<file path="config.mk">
export PLATFORM = sky130hd
export DESIGN_NAME = agc_gain_responder
export DESIGN_NICKNAME = d
export VERILOG_FILES = /design/src/rtl/agc_gain_responder.sv
export SDC_FILE = /design/constraint.sdc
export NUM_CORES = 1
export LEC_CHECK = 0
export ABC_AREA = 1
export CAP_MARGIN = 20
export CORE_ASPECT_RATIO = 0.9
export CORE_MARGIN = 1
export CORE_UTILIZATION = 55
export DETAILED_ROUTE_END_ITERATION = 8
export HOLD_SLACK_MARGIN = 0.02
export PLACE_DENSITY = 0.84
export RECOVER_POWER = 100
export SKIP_LAST_GASP = 1
export SLEW_MARGIN = 40
export SYNTH_ARGS = -nofsm -noshare
export SYNTH_HDL_FRONTEND = slang
export SYNTH_SLANG_ARGS = --single-unit
</file>
<file path="constraint.sdc">
create_clock -name clk -period 7.91 [get_ports clk]
set_clock_uncertainty 0.1 [all_clocks]
set_input_delay 1.1865 -clock clk [delete_from_list [all_inputs] [get_ports clk]]
set_output_delay 1.1865 -clock clk [all_outputs]
set_load 0.1 [all_outputs]
</file>
<file path="src/rtl/agc_gain_responder.sv">
// rtl/agc_gain_responder.sv - AGC datapath partner: peak detect, done/indicator, gain code owner
// Optional preamble timeout is built when macro AGC_TIMEOUT_EN is defined.
module agc_gain_responder #(
  parameter int DATA_W       = 8,
  parameter int GAIN_W       = 5,
  parameter int GAIN_INIT    = 16,
  parameter int HI_TH        = 96,
  parameter int LO_TH        = 48,
  parameter int MIN_SAMPLES  = 8,
  parameter int PREAMBLE_LEN = 200
) (
  input  logic                     clk,
  input  logic                     RESET,
  input  logic signed [DATA_W-1:0] sample,
  input  logic                     sample_valid,
  input  logic                     detect_mode,
  input  logic                     adjust,
  input  logic                     up_dn,
  input  logic                     preamble_counter_mode,
  output logic                     indicator,
  output logic                     done,
  output logic [GAIN_W-1:0]        gain,
  output logic                     gain_update,
  output logic                     timeout
);

  localparam int MAG_W = DATA_W - 1;
  localparam int CNT_W = $clog2(MIN_SAMPLES + 1);
  localparam logic [MAG_W-1:0]  HI_L     = MAG_W'(HI_TH);
  localparam logic [MAG_W-1:0]  LO_L     = MAG_W'(LO_TH);
  localparam logic [MAG_W-1:0]  MAG_MAX  = {MAG_W{1'b1}};
  localparam logic [CNT_W-1:0]  MIN_L    = CNT_W'(MIN_SAMPLES);
  localparam logic [GAIN_W-1:0] GAIN_MAX = {GAIN_W{1'b1}};
  localparam logic [GAIN_W-1:0] GAIN_RST = GAIN_W'(GAIN_INIT);

  logic              detect_d_q, adjust_d_q;
  logic [MAG_W-1:0]  peak_q, peak_d;
  logic [CNT_W-1:0]  win_cnt_q, win_cnt_d;
  logic              indicator_q, indicator_d;
  logic              done_q, done_d;
  logic [GAIN_W-1:0] gain_q, gain_d;
  logic              gain_update_q, gain_update_d;
  logic              timeout_q, timeout_d;

  logic [DATA_W-1:0] neg_s;
  logic [MAG_W-1:0]  mag;
  logic              det_rise, adj_rise, inband, to_hit, done_set;

  // Most-negative sample has no positive twin; clamp it to the largest magnitude.
  assign neg_s = -sample;
  always_comb begin
    mag = sample[MAG_W-1:0];
    if (sample[DATA_W-1]) begin
      if (sample[MAG_W-1:0] == '0) mag = MAG_MAX;
      else                         mag = neg_s[MAG_W-1:0];
    end
  end

  assign det_rise = detect_mode & ~detect_d_q;
  assign adj_rise = adjust & ~adjust_d_q;

  always_comb begin
    peak_d      = peak_q;
    win_cnt_d   = win_cnt_q;
    indicator_d = indicator_q;
    if (detect_mode) begin
      if (det_rise) begin
        peak_d    = '0;
        win_cnt_d = '0;
      end
      if (sample_valid) begin
        if (mag > peak_d)      peak_d    = mag;
        if (win_cnt_d < MIN_L) win_cnt_d = win_cnt_d + 1'b1;
      end
      indicator_d = (peak_d > HI_L);
    end
  end

  assign inband = detect_mode && (win_cnt_d >= MIN_L) && (peak_d >= LO_L) && (peak_d <= HI_L);

`ifdef AGC_TIMEOUT_EN
  localparam int PC_W = $clog2(PREAMBLE_LEN + 1);
  localparam logic [PC_W-1:0] PRE_L = PC_W'(PREAMBLE_LEN);
  logic [PC_W-1:0] preamble_cnt_q, preamble_cnt_d;

  always_comb begin
    preamble_cnt_d = preamble_cnt_q;
    if (!preamble_counter_mode)                   preamble_cnt_d = '0;
    else if (sample_valid && preamble_cnt_q < PRE_L) preamble_cnt_d = preamble_cnt_q + 1'b1;
  end

  // In-band settling takes priority over a budget expiry in the same cycle.
  assign to_hit = ~done_q & (preamble_cnt_d == PRE_L) & ~inband;

  always_ff @(posedge clk) begin
    if (RESET) preamble_cnt_q <= '0;
    else       preamble_cnt_q <= preamble_cnt_d;
  end
`else
  logic unused_pcm;
  assign unused_pcm = preamble_counter_mode;
  assign to_hit     = 1'b0;
`endif

  assign done_set  = inband | to_hit;
  assign done_d    = done_q | done_set;
  assign timeout_d = timeout_q | to_hit;

  // One step per adjust rising edge; frozen once settled or settling this cycle.
  always_comb begin
    gain_d        = gain_q;
    gain_update_d = 1'b0;
    if (adj_rise && !done_q && !done_set) begin
      if (up_dn && gain_q != GAIN_MAX) begin
        gain_d        = gain_q + 1'b1;
        gain_update_d = 1'b1;
      end else if (!up_dn && gain_q != '0) begin
        gain_d        = gain_q - 1'b1;
        gain_update_d = 1'b1;
      end
    end
  end

  always_ff @(posedge clk) begin
    if (RESET) begin
      detect_d_q    <= 1'b0;
      adjust_d_q    <= 1'b0;
      peak_q        <= '0;
      win_cnt_q     <= '0;
      indicator_q   <= 1'b0;
      done_q        <= 1'b0;
      gain_q        <= GAIN_RST;
      gain_update_q <= 1'b0;
      timeout_q     <= 1'b0;
    end else begin
      detect_d_q    <= detect_mode;
      adjust_d_q    <= adjust;
      peak_q        <= peak_d;
      win_cnt_q     <= win_cnt_d;
      indicator_q   <= indicator_d;
      done_q        <= done_d;
      gain_q        <= gain_d;
      gain_update_q <= gain_update_d;
      timeout_q     <= timeout_d;
    end
  end

  assign indicator   = indicator_q;
  assign done        = done_q;
  assign gain        = gain_q;
  assign gain_update = gain_update_q;
  assign timeout     = timeout_q;

endmodule
</file>
# Word level (Yosys, flattened, before mapping)
# Index checks and enable logic that the tools add are counted.
dict set report op_classes {
  n_addsub 4
  magnitude_cmp 6
  n_eq_ne 1
  muxes 17
  n_bitwise 6
  reduce_logical 15
}
# op n
set ops {}
lappend ops {{$mux 7} 8}
lappend ops {{$mux 4} 5}
lappend ops {{$mux 5} 2}
lappend ops {{$ge 7x6->1 const B} 1}
lappend ops {{$gt 7x7->1} 1}
lappend ops {{$gt 7x7->1 const B} 1}
lappend ops {{$le 7x7->1 const B} 1}
lappend ops {{$logic_and 1x1->1} 7}
lappend ops {{$logic_not 7->1} 1}
lappend ops {{$neg 7->7} 1}
lappend ops {{$add 5x1->5 const B} 1}
lappend ops {{$ne 5x5->1 const B} 1}
lappend ops {{$reduce_bool 5->1} 1}
lappend ops {{$sub 5x1->5 const B} 1}
lappend ops {{$add 4x1->4 const B} 1}
lappend ops {{$ge 4x4->1 const B} 1}
lappend ops {{$lt 4x4->1 const B} 1}
lappend ops {{$logic_not 1->1} 3}
lappend ops {{$not 1->1} 3}
lappend ops {{$and 1x1->1} 2}
lappend ops {{$mux 1} 2}
lappend ops {{$reduce_and 2->1} 1}
lappend ops {{$reduce_bool 2->1} 1}
lappend ops {{$reduce_or 2->1} 1}
lappend ops {{$or 1x1->1} 1}
dict set report totals {
  reg_bits 21
  inputBits 15
  output_inout_bits 9
  wordCells 57
}

# Depth between registers and ports, before layout
# Gate-level depths: netlist of run 1.
dict set report logic_depth {
  depth_word 16
  depth_mapped 24
  ltp_nobuf 24
}

# Worst setup path before layout of run 1
# OpenSTA, ideal clock, no wires.
dict set report synth_path {
  kind {input -> register}
  startpoint {input sample[0]}
  endpoint {register gain_q[0] (netlist: gain[0])}
  setup_time_ns 0.111
  t_arrival_ns 3.432
  required_time_ns 7.699
  path_slack_ns 4.268
  cell_stages 23
  n_path_buf 0
  cell_sequence {inv_1 ha_1 nand4_2 nand2_1 nor2_1 inv_1 ha_1 nand2_1 inv_1 a21oi_2 nand2_4 nand3_4 inv_2 nand2_2 nand3_2 nand2_1 nand2_1 a21oi_1 nand2_4 nand3_4 nand2_1 inv_1 nor2_1}
}
dict set report synth_between {
  elab_chain_len 14
  elab_cells_between_ends 16
  classes_between {1 x add/sub; 3 x order compare; 6 x mux; 6 x reduce/logical}
}
# element line_no
set synth_lines {}
lappend synth_lines {{start: declaration} 14} ;# input logic signed [DATA_W-1:0] sample,
lappend synth_lines {{$neg 7->7 or $logic_not 7->1 (tied branches)} {50, 54}}
lappend synth_lines {{$mux 7} 54} ;# if (sample[MAG_W-1:0] == '0) mag = MAG_MAX;
lappend synth_lines {{$mux 7 *} 53} ;# if (sample[DATA_W-1]) begin
lappend synth_lines {{$gt 7x7->1} 72} ;# if (mag > peak_d) peak_d = mag;
lappend synth_lines {{$mux 7 *} 72}
lappend synth_lines {{$mux 7 *} 71} ;# if (sample_valid) begin
lappend synth_lines {{$mux 7 * (2 in series)} 66} ;# if (detect_mode) begin
lappend synth_lines {{$ge 7x6->1} 79} ;# assign inband = detect_mode && (win_cnt_d >= MIN_L) && (peak_d >= LO_L) && (peak_d <= HI_L);
lappend synth_lines {{$logic_and 1x1->1} 79}
lappend synth_lines {{$logic_and 1x1->1 *} 79}
lappend synth_lines {{$logic_not 1->1 *} 113} ;# if (adj_rise && !done_q && !done_set) begin
lappend synth_lines {{$logic_and 1x1->1 *} 113}
lappend synth_lines {{$reduce_and 2->1 (no source line) *} -}
lappend synth_lines {{end signal: assignment} 142} ;# gain_q <= gain_d;
lappend synth_lines {{end: declaration} 41} ;# logic [GAIN_W-1:0] gain_q, gain_d;
# Mark *: on every way between the ends. The rest lies on a longest branch, timed or not. The select of a mux whose other input is x is not followed.
# A chain may end at the register's enable or synchronous reset.

# Final worst setup path of run 1
dict set report layout_path {
  startpoint {input detect_mode}
  endpoint {register gain_q[2] (netlist: gain[2])}
}
dict set report layout_between {
  elab_chain_len 14
  elab_cells_between_ends 24
  classes_between {1 x add/sub; 5 x order compare; 11 x mux; 1 x bitwise; 6 x reduce/logical}
}
# element line_no
set layout_lines {}
lappend layout_lines {{start: declaration} 16} ;# input logic detect_mode,
lappend layout_lines {{$and 1x1->1} 59} ;# assign det_rise = detect_mode & ~detect_d_q;
lappend layout_lines {{$mux 7 or $mux 4 (tied branches)} 67} ;# if (det_rise) begin
lappend layout_lines {{$mux 7 or $mux 4 (tied branches)} 66}
lappend layout_lines {{$gt 7x7->1 (tied with other cells)} 72}
lappend layout_lines {{$mux 7 or $mux 4 (tied branches)} {72, 73}}
lappend layout_lines {{$mux 7 or $mux 4 (tied branches)} 71}
lappend layout_lines {{$mux 7 or $mux 4 (tied branches)} 66}
lappend layout_lines {{$mux 7 or $ge 4x4->1 (tied branches)} {66, 79}}
lappend layout_lines {{$ge 7x6->1 or $logic_and 1x1->1 (tied branches)} 79}
lappend layout_lines {{$logic_and 1x1->1} 79}
lappend layout_lines {{$logic_and 1x1->1 *} 79}
lappend layout_lines {{$logic_not 1->1 *} 113}
lappend layout_lines {{$logic_and 1x1->1 *} 113}
lappend layout_lines {{$reduce_and 2->1 (no source line) *} -}
# Marked as above.

==> run_results.csv, run 1 <==
group,metric,value,unit
status,status,"finished, final reports clean",
cts,clk_path_buf_depth,2,
synthesis,yosysSeqAreaShare,24.9,%
route,wl_per_cell,10.3,microns
global_route,grt.overflow.total,0,
route,vias,1586,
synthesis,synthCells,264,
final_layout,fillers,285,
placement,hpwl,2690,microns
floorplan,dieArea,3300,sq um
pwr,irDropWorstVdd,0.133,mV
synthesis,synth_top_family_by_area,"simple AND/OR/NAND/NOR gates",
synthesis,synth_area,1690,sq um
floorplan,initial_utilization,59.5,%
synthesis,synth.ff_latch_count,21,
cts,clkSinkCount,21,
cts,worstSkewPairLatency,0.29,ns
final_layout,area_growth,8.74,%
synthesis,avgSynthCellArea,6.40,sq um
synthesis,ys_warn_count,0,
sta,finalMaxSlewViolations,0,
synthesis,synth_nets,292,
sta,relSlewSlack,22.9,%
sta,fmax,181,MHz
route,viasPerCell,4.91,
floorplan,core-area,2840,sq um
sta,rsz0062_at_grt,"no",
route,wl,3340,microns
cts,cts_buffers,3,
global_route,grt_start_max_net_pins,15,
sta,fin_hold_ws,0.375,ns
floorplan,die_w,60.4,microns
pwr,power_density,151,nW/um^2
setup_path,max_stage_delay,0.83,ns
synthesis,yosysUniqueCellTypes,34,
route,drt_first_pass_iters,4,
global_route,antenna_found_initial,0,
synthesis,synth_mux_area_share,0,%
sta,timing.final.crit_share,69.7,%
synthesis,synthSimpleGateAreaFrac,42.4,%
setup_path,worstPathMaxFanout,13,
setup_path,cp-end-kind,"flip-flop",
worst_hold_path,hp-class,"flip-flop to flip-flop",
setup_path,crit_slowest_cell,"dlygate4sd3_1",
global_route,grt_pass1_vias,1334,
setup_path,crit_top_cell,"nand2_1",
cts,clk_pin_slew_worst_paths,0.10,ns
pwr,p_leak,0.000939,uW
route,drc,0,
global_route,groute.usage.overall,23.2,%
floorplan,die_h,54.6,microns
floorplan,rows,18,
sta,worst_slew_pin_slew,1.16,ns
final_layout,design_area,1840,sq um
setup_path,crit_buf_inv,6,
route,ant_nets,0,
final_layout,layout_common_cells,"nand2_1, inv_1, nor2_1",
setup_path,crit_arrival,5.66,ns
placement,io_buffers,21,
placement,dpl_cell_area,1870,sq um
cts,cts_tree,"built",
sta,hold_viol_final,0,
cts,post_cts.repair.setup_buffers,0,
final_layout,final_cells,323,
setup_path,cp_cell_sequence,"dlygate4sd3_1, inv_1, nor2_1, inv_1, nand2_1, ha_1, nand2_1, inv_1, a21oi_1, nand2_4, nand3_1, inv_1, nand2_1, nand3_1, nand2_1, nand2_1, o21bai_2, nand2_1, nand3_1, nand2_1, inv_1, nor2_1",
sta,min_period,5.52,ns
setup_path,start_kind,"input pin",
cts,cts_root_buffer,"clkbuf_4",
placement,dp_cells,319,
synthesis,synthXorXnorAreaFrac,2.59,%
setup_path,crit_type,"input pin to flip-flop",
final_layout,drive_gt1_share,4.59,%
final_layout,fin_util,64.7,%
setup_path,cp.required,8.05,ns
final_layout,diodes,0,
placement,gp_congestion,0.817,
final_layout,final_common_cell,"nand2_1",
route,dr.first_iter.drc_count,95,
flow_run,cap_violations,0,
synthesis,synth_fa_ha_area_share,10.1,%
final_layout,fin_nets,312,
sta,setup-tns-final,0,ns
cts,cts_max_level,1,
cts,hold_buffers,0,
sta,setup_violations,0,
global_route,grt_pass1_wl,5740,microns
cts,cts_resized,0,
synthesis,synth_compound_area_share,7.70,%
setup_path,cp_top_family,"simple AND/OR/NAND/NOR gates",
floorplan,pin_count,24,
==> power by group <==
group          switching [uW]  internal, uW  leakage (uW)
combinational            76.9          34.6      0.000751
clock                    29.3          19.6     0.0000150
sequential               5.00           113      0.000173
==> cells in the mapped netlist, drive strengths merged <==
cell    number  area, sq um
nand2       76          303
inv         45          169
nor2        33          136
nand3       25          155
dfxtp       21          420
nand4       13         93.8
a21oi       12         63.8
ha          12          150
o21ai        5         25.0
buf          4         27.5
xor2         3         26.3
clkbuf       2         7.51
nor3         2         10.0
or2          2         12.5
xnor2        2         17.5
a22oi        1         7.51
conb         1         3.75
fa           1         20.0
nor4         1         6.26
o211ai       1         7.51
o21bai       1         18.8
o31ai        1         7.51
==> registers in the layout, summed over array words and instances, names as in the netlist <==
signal and flops:
adjust_d_q 1, indicator 1, detect_d_q 1, gain_update 1, gain 5, peak_q 7
done 1, win_cnt_q 4
==> cell families after synthesis <==
kind of cell | count (synthesis)
AND/OR/NAND/NOR | 152
other | 1
AO/OA/AOI/OAI | 21
adder cells (fa/ha/maj) | 13
buffers and inverters | 51
XOR/XNOR | 5
flip-flops | 21
==> per-layer routing <==
layer,routed length [microns],GRT usage [%],part of all wire (%),vias up
met5,0,0,0,-
met4,17,4.17,0.51,0
met3,163,5.44,4.9,2
met2,1250,32.6,38,25
met1,1910,35.7,57,680
li1,-,-,-,879
==> stage by stage <==
step           worst slack [ns]  power [uW]
2_1_floorplan              4.27         213
6_report                   2.39         278
3_5_place_dp               3.25         236
5_1_grt                    1.92         302
3_3_place_gp               3.32         237
4_1_cts                    3.56         285
==> final cells by class <==
type	instances	area, sq um	share of cell area, %
Multi-Input combinational cell	192	1010	55.0
Timing Repair Buffer	21	160	8.72
Inverter	45	169	9.20
Tap cell	40	50.0	2.72
Clock buffer	4	26.3	1.43
Sequential cell	21	420	22.9
==> path summary, 6_finish.rpt <==
kind               start        end  slack (ns)  cells after the start
max          detect_mode    gain[2]        2.39                     22
min            indicator  indicator        0.37                      2
max reg2reg   detect_d_q    gain[2]        4.21                     20
min reg2reg    indicator  indicator        0.37                      2
==> worst min-delay path, cell delays in order, from the launching register on <==
cell,delay (ns)
dfxtp_1,0.32
nand2_1,0.06
a21oi_1,0.06
Power figures use the tool's default switching activity.
==> run 2, diff against run 1 <==
CORE_UTILIZATION = 49   (was 55)
PLACE_DENSITY = 0.8   (was 0.84)
clock period = 4.48 ns   (was 7.91 ns; I/O delays follow)
==> run 2 against run 1 <==
  * Via count increased by 2.0%
  * Largest power group unchanged
  * Cell count increased by 1.2%
  * Register-to-register slack got worse by 2.9 ns
  * Combinational power increased by 82%
  * Worst setup slack got worse by 1.8 ns
  * Power increased by 92%
  * Sequential power increased by 76%
==> run_results.csv, run 2 (synthesized netlist as in run 1, its figures left out) <==
group,metric,value,unit
status,status,"finished, final reports clean",
cts,clk_path_buf_depth,2,
floorplan,rows,19,
worst_hold_path,holdPathStages,2,
setup_path,worstPathMaxFanout,9,
cts,hold_buffers,0,
global_route,grt.overflow.total,0,
final_layout,largest_reg_flops,7,
setup_path,crit_arrival,3.94,ns
sta,finalMaxSlewViolations,0,
floorplan,initial_utilization,53.4,%
pwr,combinationalPowerShare,38.2,%
sta,fin_ws,0.603,ns
cts,worstSkewPairLatency,0.26,ns
final_layout,fillers,331,
setup_path,cp_top_family,"simple AND/OR/NAND/NOR gates",
cts,cts_root_buffer,"clkbuf_8",
final_layout,fin_util,60.6,%
route,wl_met3,125,microns
setup_path,crit_top_cell,"nand2_1",
final_layout,fin_nets,314,
global_route,grt_start_max_net_pins,15,
worst_hold_path,hold_end,"indicator",
cts,cts_buffers,3,
global_route,grt_pass1_vias,1475,
final_layout,drive_gt1_share,7.02,%
pwr,switching_power,207,uW
final_layout,layout_common_cells,"nand2_1, inv_1, nor2_1",
sta,relSlewSlack,22.9,%
setup_path,start_kind,"input pin",
final_layout,multi_input_area,1050,sq um
sta,setup-tns-final,0,ns
floorplan,core-area,3160,sq um
route,wl,3430,microns
placement,hpwl,2750,microns
global_route,antenna_found_initial,0,
pwr,irDropWorstVdd,0.236,mV
placement,io_buffers,21,
sta,worst_slew_pin_slew,1.16,ns
pwr,p_seq_share,38.9,%
cts,cts_tree,"built",
setup_path,crit_type,"input pin to flip-flop",
final_layout,regArea,420,sq um
pwr,clkPwrFrac,22.9,%
cts,post_cts.repair.setup_buffers,0,
cts,cts_max_level,1,
route,drt_first_pass_iters,4,
route,viasPerCell,4.95,
setup_path,cp.required,4.54,ns
worst_hold_path,hp-class,"flip-flop to flip-flop",
setup_path,max_stage_delay,0.57,ns
setup_path,cp-end-kind,"flip-flop",
setup_path,crit_buf_inv,6,
cts,clk_pin_slew_worst_paths,0.07,ns
floorplan,dieArea,3690,sq um
placement,dp_cells,323,
route,wl_per_cell,10.5,microns
route,wl_met2,1410,microns
setup_path,r2r-start,"detect_d_q",
floorplan,die_w,63.9,microns
setup_path,rr_worst_depth,20,
setup_path,r2r-end,"gain[3]",
sta,fmax,258,MHz
pwr,internal-power,327,uW
sta,setup_violations,0,
sta,hold_viol_final,0,
route,ant_nets,0,
final_layout,final_common_cell,"nand2_1",
floorplan,die_h,57.7,microns
cts,cts_resized,0,
setup_path,reg2reg_slack,1.32,ns
global_route,grt_pass1_wl,6140,microns
setup_path,crit_slowest_cell,"dlygate4sd3_1",
route,drt-met1-wl,1850,microns
final_layout,regMostFlops,"peak_q",
flow_run,cap_violations,0,
setup_path,cp_cell_sequence,"dlygate4sd3_1, inv_2, nor2_1, inv_1, nand2_1, ha_1, nand2_1, inv_1, a21oi_2, nand2_4, nand3_4, inv_1, nand2_1, nand3_1, nand2_1, nand2_1, a21oi_1, nand2_4, nand3_4, nand2_1, inv_1, nor2_1",
sta,timing.final.crit_share,86.5,%
final_layout,area_growth,13.5,%
placement,pre_cts_ws,0.551,ns
route,dr.first_iter.drc_count,79,
route,drc,0,
placement,gp_congestion,0.851,
sta,rsz0062_at_grt,"no",
worst_hold_path,min_from,"indicator",
setup_path,crit_cells,22,
pwr,p_leak,0.000965,uW
final_layout,diodes,0,
sta,min_period,3.88,ns
sta,fin_hold_ws,0.374,ns
route,vias,1618,
route,top_layer_used,"met4",
global_route,groute.usage.overall,20.8,%
final_layout,final_cells,327,
pwr,swShare,38.7,%
floorplan,pin_count,24,
cts,clkSinkCount,21,
pwr,power_density,278,nW/um^2
## run 2: tightest hold or removal path: cells and delay by family (launching register included)
family | cells | cell delay (ns)
AOI/OAI and AO/OA | 1 | 0.06
DFF | 1 | 0.31
and+or+nand+nor | 1 | 0.06
## run 2: cell type report
cell class | instances | area share [%]
tap | 42 | 2.74
sequential | 21 | 21.9
multi-input combinational | 192 | 55.0
inverter | 45 | 8.81
clock buffer | 4 | 2.35
timing repair buffer | 23 | 9.14
## run 2: routing by layer
metal | vias up | track usage (%)
li1 | 879 | -
met1 | 707 | 29.0
met2 | 28 | 32.5
met3 | 4 | 2.95
met4 | 0 | 7.79
met5 | - | 0
## run 2: power groups by stage
stage                     registers (uW)  clock network, uW  logic, uW
after CTS                            208                124        207
after detailed placement             212                  0        206
after global placement               212                  0        207
after floorplan                      248                  0        129
after global routing                 210                129        229
final                                208                122        204
## run 2: worst max path at each step
stage / from / to
3_5_place_dp: sample[0] / gain[3]
6_report: detect_mode / gain[3]
5_1_grt: detect_mode / gain[1]
4_1_cts: sample[0] / gain[3]
2_1_floorplan: sample[0] / gain[0]
3_3_place_gp: sample[0] / gain[3]
## run 2: per-stage QoR
step	area, sq um	total power, uW
2_1_floorplan	1690	376
3_3_place_gp	1930	419
3_5_place_dp	1890	418
4_1_cts	1940	539
5_1_grt	1920	568
6_report	1920	534
==> run 3, diff against run 2 <==
SLEW_MARGIN = 10   (was 40)
==> run 3 against run 2 <==
  * Hold slack got worse by 0.0018 ns
  * First-iteration DRC count grew 11%
  * Fmax shrank 1.0%
  * Clock power fell by 3%
  * Critical path type unchanged
  * Largest cell class unchanged
==> run_results.csv, run 3 (synthesized netlist as in run 1, its figures left out) <==
group,metric,value,unit
route,drc,0,
route,wl_per_cell,10.5,microns
global_route,antenna_found_initial,0,
floorplan,rows,19,
placement,pre_cts_ws,0.545,ns
global_route,grt_pass1_vias,1472,
sta,timing.final.crit_share,87.5,%
final_layout,largest_reg_flops,7,
cts,cts_max_level,1,
setup_path,cp.required,4.54,ns
cts,worstSkewPairLatency,0.25,ns
sta,fin_ws,0.562,ns
setup_path,crit_type,"input pin to flip-flop",
final_layout,layout_common_cells,"nand2_1, inv_1, nor2_1",
setup_path,start_kind,"input pin",
global_route,grtUsageMet3,2.95,%
sta,setup_violations,0,
global_route,grt_use_met1,29.2,%
status,status,"finished, final reports clean",
setup_path,worstPathMaxFanout,9,
sta,finalMaxSlewViolations,0,
final_layout,drive_gt1_share,6.67,%
placement,io_buffers,21,
final_layout,final_common_cell,"nand2_1",
route,wl,3430,microns
cts,clkSinkCount,21,
placement,hpwl,2800,microns
flow_run,cap_violations,0,
route,drt_first_pass_iters,4,
final_layout,fillers,318,
pwr,p_leak,0.00100,uW
cts,clk_pin_slew_worst_paths,0.07,ns
global_route,grt_start_max_net_pins,15,
final_layout,regMostFlops,"peak_q",
sta,hold_viol_final,0,
route,dr.first_iter.drc_count,88,
sta,worst_slew_pin_slew,0.971,ns
cts,cts_buffers,3,
placement,gp_congestion,0.851,
floorplan,initial_utilization,53.4,%
pwr,irDropWorstVdd,0.310,mV
route,vias,1616,
final_layout,area_growth,16.4,%
final_layout,multi_input_area,1050,sq um
final_layout,fin_nets,314,
cts,cts_resized,0,
cts,post_cts.repair.setup_buffers,0,
floorplan,pin_count,24,
floorplan,dieArea,3690,sq um
cts,clk_path_buf_depth,2,
global_route,groute.usage.overall,20.8,%
floorplan,die_h,57.7,microns
floorplan,core-area,3160,sq um
global_route,use_met2,33.3,%
route,ant_nets,0,
sta,relSlewSlack,35.0,%
sta,min_period,3.92,ns
global_route,grt.overflow.total,0,
worst_hold_path,hp-class,"flip-flop to flip-flop",
final_layout,diodes,0,
global_route,grt_pass1_wl,6180,microns
sta,rsz0062_at_grt,"no",
cts,hold_buffers,0,
setup_path,cp-end-kind,"flip-flop",
setup_path,crit_arrival,3.97,ns
pwr,power_density,272,nW/um^2
cts,cts_tree,"built",
floorplan,die_w,63.9,microns
global_route,grt.busiest_layer,"met2",
cts,cts_root_buffer,"clkbuf_8",
final_layout,regArea,420,sq um
sta,fmax,255,MHz
route,viasPerCell,4.94,
sta,setup-tns-final,0,ns
[run 3: through the flow]
stage / cell area, sq um / hold WS [ns] / util (%) / std cells / total power [uW]
6_report: 1970 / 0.373 / 62.2 / 327 / 534
3_5_place_dp: 1930 / 0.368 / 61.1 / 323 / 424
3_3_place_gp: 1930 / 0.359 / 61.1 / 323 / 419
5_1_grt: 1970 / 0.397 / 62.2 / 327 / 573
4_1_cts: 1980 / 0.379 / 62.5 / 327 / 542
2_1_floorplan: 1690 / 0.349 / - / 264 / 376
[run 3: final cells by class]
class,count,share of cell area [%]
multi-input cells,192,53.6
flip-flops and latches,21,21.4
clock buffers,4,2.29
well taps,42,2.67
repair buffers,23,11.5
inverters,45,8.59
[run 3: worst max-delay path, cell delays in order]
cell and delay, ns:
dlygate4sd3_1 0.55, inv_1 0.06, nor2_1 0.49, inv_1 0.24, nand2_1 0.16, ha_1 0.25, nand2_1 0.09, inv_1 0.05
a21oi_2 0.19, nand2_4 0.10, nand3_4 0.11, inv_1 0.10, nand2_1 0.08, nand3_1 0.07, nand2_1 0.08, nand2_1 0.06
a21oi_1 0.22, nand2_4 0.12, nand3_4 0.10, nand2_1 0.07, inv_1 0.05, nor2_1 0.04
[run 3: worst paths after layout]
kind | slack (ns) | from | cells past startpoint | endpoint
setup / recovery | 0.56 | detect_mode | 22 | gain[3]
hold / removal | 0.37 | indicator | 2 | indicator
setup reg to reg | 1.29 | detect_d_q | 20 | gain[3]
hold reg to reg | 0.37 | indicator | 2 | indicator
[run 3: metal layers]
| layer | vias up | wire (microns) |
|---|---|---|
| met1 | 710 | 1820 |
| met4 | 0 | 34 |
| met5 | - | 0 |
| li1 | 882 | - |
| met3 | 4 | 91 |
| met2 | 20 | 1490 |
[run 3: report_power, final]
group / total, uW / switching (uW) / internal [uW] / leakage [uW]
Sequential: 208 / 8.80 / 199 / 0.000173
Clock: 118 / 54.9 / 63.2 / 0.0000228
Combinational: 208 / 139 / 69.2 / 0.000808
==> variant 1, RTL diff (settings of run 3) <==
The parameter `DATA_W` goes from 8 to 12.
--- a/src/rtl/agc_gain_responder.sv
+++ b/src/rtl/agc_gain_responder.sv
@@ -2,5 +2,5 @@
 // Optional preamble timeout is built when macro AGC_TIMEOUT_EN is defined.
 module agc_gain_responder #(
-  parameter int DATA_W       = 8,
+  parameter int DATA_W       = 12,
   parameter int GAIN_W       = 5,
   parameter int GAIN_INIT    = 16,
Interface: changed (resized sample); port bits go from 24 to 28. The function was not compared with the original's and may differ.
==> variant 1 against run 3 <==
  * Setup slack worse by 120 ps
  * Critical endpoint is now gain[0]$_SDFFE_PP0P_
  * Clock power up 14%
  * Sequential power rose by 19%
  * Synthesized cell count is 35% higher
  * Routed wire length increased by 35%
  * Worst hold slack gained 6.9 ps
  * Non-clock buffer count up 5
  * Area after synthesis increased by 33%
  * Highest routed layer unchanged
  * Sequential cell count increased by 4
  * Largest cell class unchanged
  * Power increased by 25%
  * Final area increased by 32%
==> variant 1: results (changes against run 3) <==
vias in the first global route=1931 (+31%); most frequent cells after synthesis=106 x nand2_1, 49 x inv_1, 39 x nor2_1; sink of the worst hold path=peak_q[10]$_SDFF_PP0_; DP Cell Count=437 (+35%); Buffers excl. clock=28 (+22%); actual slew at the worst max-slew pin=975 ps (+3.33 ps); first-pass GRT wire length=8050 um (+30%); GRT Total Usage=20.8% (about the same); footprint of the multi-input gates=1480 um^2 (+40%); VDD IR max=188 uV (-39%); hold slack=380 ps (+6.93 ps); P_seq=248 uW (+19%); routability cong.=0.864 (+1.5%); Hold Startpoint=peak_q[10]$_SDFF_PP0_; sequential power share=37.1% (-1.8 points); CP max stage delay=450 ps (-100 ps); number of flip-flops in the largest register=11 (+4); largest net degree at the start of global routing=18 (+3); clock share of power=20.1% (-2.0 points); Post-Syn Instances=356 (+35%); status=finished, final reports clean; fmax=0.248 GHz (-3.0%); register area=500 um^2 (+19%); internal power=400 uW (+21%); Clock Latency Late Sink=270 ps (+20 ps); initial DRC count=114 (+30%)
-- variant 1: cell types whose count changed in the layout (fill, tap and decap cells not counted), moves of 4 or more --
cell | before | now
dfxtp_1 | 21 | 25
nor2_1 | 32 | 39
clkdlybuf4s50_1 | 10 | 16
nand4_1 | 11 | 15
nand2_1 | 73 | 106
o21ai_0 | 3 | 8
ha_1 | 12 | 16
inv_1 | 43 | 50
nand2_2 | 1 | 5
-- variant 1: logic make-up (layout without fill, tap and decap cells) --
group	Yosys count	in the layout	synth area share, %
and+or+nand+nor	211	211	45.2
AOI/OAI and AO/OA	30	30	8.27
xor gates and xnor gates	6	6	2.33
other	1	1	0.166
DFF	25	25	22.2
buffers and inverters	66	89	12.0
adders and majority gates	17	17	9.77
-- variant 1: metal layers --
metal | track usage, % | up-vias | part of all wire (%)
li1 | - | 1182 | -
met1 | 28.4 | 982 | 51
met2 | 35.0 | 32 | 44
met3 | 4.12 | 2 | 4.5
met4 | 1.44 | 0 | 0.28
met5 | 0 | - | 0
==> variant 2, RTL diff (config.mk and constraints of run 3) <==
Made on the original files. Put one more register stage on the output `gain`, cleared by the reset. The value now appears one clock later. The other outputs are not delayed to match.
--- a/src/rtl/agc_gain_responder.sv
+++ b/src/rtl/agc_gain_responder.sv
@@ -148,5 +148,11 @@
   assign indicator   = indicator_q;
   assign done        = done_q;
-  assign gain        = gain_q;
+  always_ff @(posedge clk) begin
+    if (RESET) begin
+      gain <= '0;
+    end else begin
+      gain <= gain_q;
+    end
+  end
   assign gain_update = gain_update_q;
   assign timeout     = timeout_q;
Behaviour: not the same (a bounded check fails within 4 cycles, from zero or initial values and one cycle with RESET high).
==> variant 2 against run 3 <==
  * Sequential cell count increased by 5
  * Sequential power increased by 24%
  * Routed wire length increased by 7.5%
  * Power increased by 13%
  * Global-route usage decreased by 0.82 points
  * Final area increased by 12%
  * Area after synthesis increased by 15%
  * Setup slack improved by 81 ps
  * First-iteration DRC count unchanged
  * Largest power group unchanged
  * Highest routed layer unchanged
==> variant 2: results (changes against run 3) <==
grt met1 use=29.7% (+0.45 points); internal power=382 uW (+15%); Final #Nets=329 (+4.8%); reg2reg setup slack=1380 ps (+90 ps); crit path max fanout=9 (unchanged); largest net degree at the start of global routing=18 (+3); cts bufs inserted=3 (unchanged); CP max stage delay=550 ps (about the same); Worst slew margin=34.6% (-0.46 points); GRT Total Usage=20.0% (-0.82 points); vias in the first global route=1427 (-3.1%); met2 GRT Util=29.3% (-4.0 points); R2R depth=19 (-5.0%); grt met3 use=4.56% (+1.6 points); DR vias=1692 (+4.7%); most frequent cells after synthesis=66 x nand2_1, 41 x inv_1, 26 x dfxtp_1, 26 x nor2_1, 23 x nand3_1; Synth area leaders=dfxtp_1 27%, nand2_1 13%, inv_1 7.9%, ha_1 7.7%, nand3_1 5.9%; Syn Area/Cell=6.97 um^2 (+8.9%); dpl hpwl=2940 um (+5.0%); sequential-to-total area share from yosys stat=26.8% (+1.9 points); Clk pin slew, worst setup/hold paths=80 ps; Pleak=0.00109 uW (+8.7%); Antenna Cells=0 (unchanged); library cells used by synthesis=37 (+8.8%); VDD IR max=199 uV (-36%); routability cong.=0.797 (-6.4%); syn_nets=307 (+5.1%); crit path DAT=3940 ps (-30 ps); Post-Layout Cell Count=345 (+5.5%); first-pass GRT wire length=6220 um (+0.66%); Max Slew Vio Count=0 (unchanged); share of layout cells above drive strength 1=14.4% (+7.7 points); status=finished, final reports clean; WL final=3690 um (+7.5%); DP Cell Count=342 (+5.9%)
[variant 2: cell count changes in the layout (fill, tap and decap cells not counted), moves of 2 or more]
cell	before	now
nor2_1	32	28
xnor2_1	2	0
inv_4	0	2
nand4_4	0	2
nor2_2	1	6
dfxtp_1	21	26
a21oi_2	1	4
nand4_2	2	0
nand2_1	73	69
nand4_1	11	5
nand2_2	1	9
nand3_2	1	5
[variant 2: per-stage QoR]
stage / util [%] / hold WS, ps / area (um^2) / setup WS [ps] / total power, uW
floorplan: - / 352 / 1940 / 1450 / 438
global route: 58.9 / 386 / 2210 / 416 / 644
CTS: 59.4 / 373 / 2230 / 1000 / 614
global placement: 58.3 / 357 / 2190 / 770 / 481
detailed placement: 58.3 / 359 / 2190 / 749 / 486
finish: 58.9 / 369 / 2210 / 643 / 603
[variant 2: layout make-up]
class | count | area (um^2)
inverters | 48 | 185
flip-flops and latches | 26 | 520
fillers | 354 | 1550
well taps | 46 | 57.6
clock buffers | 3 | 41.3
repair buffers | 23 | 225
multi-input cells | 199 | 1180
[variant 2: power by group through the flow]
stage                     registers, uW  logic [uW]  clock network (uW)
after floorplan                     289         148                   0
after global placement              262         219                   0
after detailed placement            262         224                   0
after CTS                           257         226                 131
after global routing                259         245                 140
final                               257         220                 126
[variant 2: logic make-up (layout without fill, tap and decap cells)]
kind of cell | Yosys count | in the layout | share of synthesized area (%)
AOI/OAI and AO/OA | 26 | 26 | 9.33
xor gates and xnor gates | 4 | 4 | 1.80
adders and majority gates | 13 | 13 | 8.75
buffers and inverters | 54 | 74 | 11.3
DFF | 26 | 26 | 26.8
other | 1 | 1 | 0.193
and+or+nand+nor | 155 | 155 | 41.8
[variant 2: path summary, 6_finish.rpt]
| kind | startpoint | to |
|---|---|---|
| min | indicator$_SDFFE_PP0P_ | indicator$_SDFFE_PP0P_ |
| max | detect_mode | gain_q[0]$_SDFFE_PP0P_ |
| max reg2reg | detect_d_q$_SDFF_PP0_ | gain_q[0]$_SDFFE_PP0P_ |
| min reg2reg | indicator$_SDFFE_PP0P_ | indicator$_SDFFE_PP0P_ |
[variant 2: worst reg2reg max path, delay by kind of cell (launching register included)]
family | cells | cell delay [ps]
adders and majority gates | 1 | 260
AOI/OAI and AO/OA | 3 | 440
and+or+nand+nor | 12 | 1580
buffers and inverters | 3 | 350
DFF | 1 | 310
[variant 2: layer usage]
metal  share of wire [%]  vias to the layer above
met5                   0                        -
met4                0.33                        0
met3                 4.4                        2
met2                  41                       30
met1                  54                      740
li1                    -                      920
